<file path="src/rtl/load_input_buffer.sv">
// load_input_buffer
//   Packs IN_W-bit words, LSB-first, into IMG_BITS-bit image banks.
//   A completed bank is presented to the network core through a registered,
//   RD_W-bit random read port. With DOUBLE_BUF=1, two ping-pong banks let
//   the next image load while the core is still reading the current one.
//
// Ports
//   clk        system clock, all state changes on posedge
//   rst        synchronous active-high reset
//   trigger    one-cycle strobe, data is valid in that cycle
//   data       IN_W-bit input word
//   addr       read address into the ready bank, in units of RD_W bits
//   q          registered read data, one cycle after addr
//   ready      a full bank is presented on the read port
//   release_i  core is finished with the read bank (takes effect only while ready=1)
//   loading    the write bank is partially filled
//   drop       one-cycle pulse: a trigger found no free bank and was discarded
//   wr_cnt     words stored so far in the current write bank
//
// Handshake
//   trigger/data is a push with no backpressure: a word offered while the
//   write bank is FULL is lost and reported on drop the next cycle.
//   release_i is a request qualified by ready; when ready=0 it is ignored.
module load_input_buffer #(
  parameter int IN_W       = 8,
  parameter int IMG_BITS   = 784,
  parameter int RD_W       = 1,
  parameter int DOUBLE_BUF = 1,
  localparam int WORDS     = IMG_BITS / IN_W,
  localparam int RDEPTH    = IMG_BITS / RD_W,
  localparam int RA_W      = (RDEPTH > 1) ? $clog2(RDEPTH) : 1,
  localparam int WC_W      = (WORDS > 1) ? $clog2(WORDS) : 1
) (
  input  logic            clk,
  input  logic            rst,
  input  logic            trigger,
  input  logic [IN_W-1:0] data,
  input  logic [RA_W-1:0] addr,
  output logic [RD_W-1:0] q,
  output logic            ready,
  input  logic            release_i,
  output logic            loading,
  output logic            drop,
  output logic [WC_W-1:0] wr_cnt
);

  // Bit indices are one bit wider than an image index so that an
  // out-of-range read address cannot wrap back into the image.
  localparam int IX_W = $clog2(IMG_BITS) + 1;
  localparam logic [WC_W-1:0] LAST_CNT = WC_W'(WORDS - 1);

  // Two banks are always declared; with DOUBLE_BUF=0 both selects stay at
  // bank 0 and bank 1 is never written.
  logic [IMG_BITS-1:0] bank_q [2];
  logic [IMG_BITS-1:0] bank_d [2];
  logic [1:0]          full_q, full_d;      // per-bank FULL(1)/EMPTY(0)
  logic                wr_sel_q, wr_sel_d;
  logic                rd_sel_q, rd_sel_d;
  logic [WC_W-1:0]     wr_cnt_q, wr_cnt_d;
  logic                ready_q, ready_d;
  logic                drop_q, drop_d;
  logic [RD_W-1:0]     q_q, q_d;

  logic [IX_W-1:0]     wr_idx;
  logic [IX_W-1:0]     rd_idx;
  logic                wr_ok;
  logic                rel_ok;

  always_comb begin
    bank_d   = bank_q;
    full_d   = full_q;
    wr_sel_d = wr_sel_q;
    rd_sel_d = rd_sel_q;
    wr_cnt_d = wr_cnt_q;
    drop_d   = 1'b0;
    q_d      = '0;

    wr_idx = IX_W'(wr_cnt_q) * IX_W'(IN_W);
    rd_idx = IX_W'(addr) * IX_W'(RD_W);

    // The FULL test uses the pre-release state, so a word aimed at a bank
    // that is being released this same cycle is dropped rather than bypassed.
    wr_ok  = trigger && !full_q[wr_sel_q];
    rel_ok = release_i && ready_q;

    if (rel_ok) begin
      full_d[rd_sel_q] = 1'b0;
      if (DOUBLE_BUF != 0) rd_sel_d = ~rd_sel_q;
    end

    // A release and a last-word write never target the same bank: the
    // released bank is FULL and the written bank must be EMPTY.
    if (wr_ok) begin
      bank_d[wr_sel_q][wr_idx +: IN_W] = data;
      if (wr_cnt_q == LAST_CNT) begin
        wr_cnt_d         = '0;
        full_d[wr_sel_q] = 1'b1;
        if (DOUBLE_BUF != 0) wr_sel_d = ~wr_sel_q;
      end else begin
        wr_cnt_d = wr_cnt_q + 1'b1;
      end
    end

    drop_d = trigger && full_q[wr_sel_q];

    // ready tracks the bank that will be on the read port after this edge,
    // so a release with the other bank already FULL leaves no gap.
    ready_d = full_d[rd_sel_d];

    if (IX_W'(addr) < IX_W'(RDEPTH)) begin
      q_d = bank_q[rd_sel_q][rd_idx +: RD_W];
    end
  end

  always_ff @(posedge clk) begin
    if (rst) begin
      full_q   <= '0;
      wr_sel_q <= 1'b0;
      rd_sel_q <= 1'b0;
      wr_cnt_q <= '0;
      ready_q  <= 1'b0;
      drop_q   <= 1'b0;
      q_q      <= '0;
    end else begin
      full_q   <= full_d;
      wr_sel_q <= wr_sel_d;
      rd_sel_q <= rd_sel_d;
      wr_cnt_q <= wr_cnt_d;
      ready_q  <= ready_d;
      drop_q   <= drop_d;
      q_q      <= q_d;
    end
  end

  // Image storage is deliberately not reset; a bank is only ever read once
  // it has been completely rewritten.
  always_ff @(posedge clk) begin
    if (!rst) begin
      bank_q <= bank_d;
    end
  end

  assign q       = q_q;
  assign ready   = ready_q;
  assign drop    = drop_q;
  assign wr_cnt  = wr_cnt_q;
  assign loading = (wr_cnt_q != '0);

endmodule

</file>
<file path="config.mk">
export PLATFORM = sky130hd
export DESIGN_NAME = load_input_buffer
export DESIGN_NICKNAME = d
export VERILOG_FILES = /design/src/rtl/load_input_buffer.sv
export SDC_FILE = /design/constraint.sdc
export NUM_CORES = 2
export LEC_CHECK = 0
export ABC_AREA = 0
export CORE_MARGIN = 1.5
export CORE_UTILIZATION = 60
export CTS_CLUSTER_SIZE = 8
export DETAILED_ROUTE_END_ITERATION = 16
export DONT_BUFFER_PORTS = 1
export PLACE_DENSITY = 0.78
export SYNTH_ARGS = -nofsm -noshare
export SYNTH_HDL_FRONTEND = slang
export SYNTH_SLANG_ARGS = --single-unit
</file>
<file path="constraint.sdc">
create_clock -name clk -period 4.7 [get_ports clk]
set_clock_uncertainty 0.15 [all_clocks]
set_input_delay 0.47 -clock clk [delete_from_list [all_inputs] [get_ports clk]]
set_output_delay 0.47 -clock clk [all_outputs]
set_load 0.03 [all_outputs]
</file>
==> impl_metrics.toml <==
[clocking]
hold_buffers = 16
clkLatencyLatePin_ns = 0.79
cts_resized = 0
cts_buffer_depth = 3
cts.clk_slew.worst_paths_ns = 0.06
cts.sinks = 1582
cts_made_buffers = 215
ctsHtreeMaxLevel = 4
cts_tree = "yes"
cts_setup_buffers = 0
cts_root_buffer = "clkbuf_16"

[place]
gp_congestion = 0.907
dpl_worst_slack_ns = 0.380
detailed_place_hpwl_um = 107000
io_buffers = 0

[setup_path]
endpoint_kind = "register"
critPathArrivalTime_ns = 5.02
crit_path_start = "rd_sel_q$_SDFF_PP0_"
rrSetupSlack_ns = 0.20
reg2reg_from = "rd_sel_q$_SDFF_PP0_"
cp_max_fo = 25
cp-start-kind = "register"
worstSetupPathType = "register to register"
reg2reg_depth = 10
cp_data_required_time_ns = 5.22
reg2reg_to = "q$_SDFF_PP0_"

[timing]
fmax_mhz = 222
finalHoldViolCount = 0
maxSlewHeadroom_pct = -13.9
final.setup.worst_slack_ns = 0.196
tns_ns = 0
rsz0062_at_grt = "no"
worst_slew_pin_slew_ns = 1.71
finalSetupViolations = 0
period_share_pct = 95.8
finalCriticalPeriod_ns = 4.50
drv_slew = 181

[synth]
synth.avg_cell_area_um2 = 16.8
yosysTopAreaCellShare_pct = 71.7
synth_edf_count = 1568
yosys_most_used_dff = "edfxtp_1"
yosys.area.top_type = "edfxtp_1"
netlist_instances = 3919
synth_nets = 3944
syn_area_mm2 = 0.0657
synthTopCellsByArea = "edfxtp_1, mux4_2, nor2_1"
yosysSeqAreaShare_pct = 72.1
synth.distinct_cells = 65
async_flop_share_pct = 0
ys_seq_elements = 1582
ys_warn_count = 0

[floorplanning]
core_region_area_mm2 = 0.109
die_area_mm2 = 0.112
dieHeight_um = 334
die_w_um = 334
ioPinCount = 33
initial_core_util_pct = 60.4
rows = 121

[layout]
areaGrowthSynthToFinish_pct = 11.4
nets = 4036
drive_gt1_share_pct = 20.5

[routing]
wl_um = 179000
ant_nets = 0
vias = 38300
wl_per_cell_um = 32.8
drt_iter0_drc = 5823
drc = 0
drt_first_pass_iters = 9
drt-vias-per-instance = 7.01

[worst_hold_path]
hold_path_class = "input pin to register"
holdCritStartpoint = "data[5]"
holdPathStages = 2
hold_path_end = "bank_q[325]$_DFFE_PP_"

[power_and_ir_drop]
ir_worst_vdd_mv = 0.286
p_leak_nw = 24.4
power_density_mw_per_mm2 = 410

[global_route]
grt_pass1_vias = 39200
grt_overflow = 0
grt_max_degree = 382
grt_first_pass_wirelength_um = 259000
grt_usage_pct = 32.6
antenna_found_initial = 11

[status]
violations = "slew limit"
status = "finished, violations left"

[run]
maxCapViolCount = 0
## worst max path at each step
stage                            end  slack [ns]  cells past startpoint
2_1_floorplan  bank_q[176]$_DFFE_PP_        1.09                     11
3_3_place_gp            q$_SDFF_PP0_        0.41                     10
3_5_place_dp            q$_SDFF_PP0_        0.38                     10
4_1_cts                 q$_SDFF_PP0_        0.26                     10
5_1_grt                 q$_SDFF_PP0_        0.10                     10
6_report                q$_SDFF_PP0_        0.20                     10
## cells by family after synthesis
family / Yosys count / share of synthesized area (%)
compound gates: 209 / 2.30
mux: 462 / 14.7
simple gates: 1333 / 8.13
flops: 1582 / 72.1
fa+ha+maj: 3 / 0.0571
buf+inv: 317 / 2.58
xor+xnor: 13 / 0.173
## critical path, stage by stage, from the launching register on
cell and delay [ns]:
dfxtp_4 0.65, buf_12 0.27, buf_12 0.26, buf_4 0.38, mux4_2 0.57, a22oi_1 0.19, a21oi_1 0.16, a2111oi_0 0.98
nor4_1 0.18, o31ai_1 0.44, a221oi_1 0.09
## layout by cell type, fill, tap and decap left out, types with 7 or more instances in the layout
cell type | synthesis | routed
edfxtp_1 | 1568 | 1568
nor2_1 | 996 | 994
mux4_2 | 401 | 401
clkbuf_16 | 0 | 216
buf_4 | 19 | 155
nand2_1 | 162 | 154
mux2i_1 | 60 | 60
a22oi_1 | 52 | 52
nor3_1 | 47 | 47
nand3_1 | 45 | 33
a21oi_1 | 31 | 31
clkbuf_1 | 198 | 27
o221ai_1 | 20 | 20
and2_1 | 16 | 16
dlygate4sd3_1 | 0 | 16
a31oi_1 | 15 | 15
nand4_1 | 15 | 15
o22ai_1 | 13 | 13
dfxtp_1 | 14 | 13
nand3_2 | 0 | 12
nand2b_1 | 11 | 11
o21ai_0 | 11 | 11
nor2b_1 | 14 | 10
buf_12 | 13 | 10
a211oi_1 | 9 | 9
inv_1 | 9 | 8
nand2_2 | 0 | 8
and3_1 | 8 | 8
xnor2_1 | 7 | 7
## where the power goes
part           internal, mW  total, mW  switching (mW)
Clock                  8.10       13.6            5.52
Combinational         0.247       1.03           0.787
Sequential             15.3       15.3         0.00996
## final cells by class
| type | count | area, um2 |
|---|---|---|
| inverter | 11 | 43.8 |
| sequential | 1582 | 47400 |
| timing repair buffer | 181 | 1520 |
| clock buffer | 243 | 5510 |
| tap | 1414 | 1770 |
| clock inverter | 12 | 221 |
| multi-input combinational | 2020 | 16700 |
| antenna | 4 | 10.0 |
| fill | 6773 | 35500 |
## cells in the mapped netlist, drive strengths merged, types with 3 or more instances
master and n:
o31ai 4, nand3 45, nor2b 14, o41ai 3, mux2i 60, or3 3, and2 19, or4 3
nand2b 11, a22oi 52, inv 10, and3 8, a22o 6, nor3 47, xnor2 7, a31oi 15
mux4 401, edfxtp 1568, nand4 15, o211ai 6, nor2 996, a2111oi 5, o22ai 13, a41oi 3
o221ai 21, buf 108, xor2 6, nor4 4, a221oi 5, ha 3, dfxtp 14, a211oi 9
o21ai 14, a32oi 4, nand2 162, a21oi 31, clkbuf 198
## routing by layer
metal / global-route usage (%) / up-vias / share of wire, %
li1: - / 15300 / -
met1: 42.1 / 19300 / 32
met2: 50.4 / 3043 / 47
met3: 9.47 / 696 / 15
met4: 17.9 / 8 / 6.4
met5: 0 / - / 0.025
## state kept, by name (all words and copies together) (netlist names)
register and count:
bank_q 1568, drop 1, full_q 2, q 1, rd_sel_q 1, ready 1
wr_cnt 7, wr_sel_q 1
## per-stage QoR
step / hold WS [ns] / util (%) / cells / area [um2] / power [mW]
after floorplan: 0.322 / - / 3919 / 65700 / 16.1
after global placement: 0.353 / 61.9 / 5192 / 67300 / 16.5
after detailed placement: 0.351 / 61.9 / 5192 / 67300 / 16.5
after CTS: 0.00137 / 67.3 / 5463 / 73200 / 29.9
after global routing: 0.0440 / 67.3 / 5464 / 73200 / 30.5
final: 0.0449 / 67.3 / 5467 / 73200 / 30.0
No activity file was read; power rests on OpenSTA's default activity.
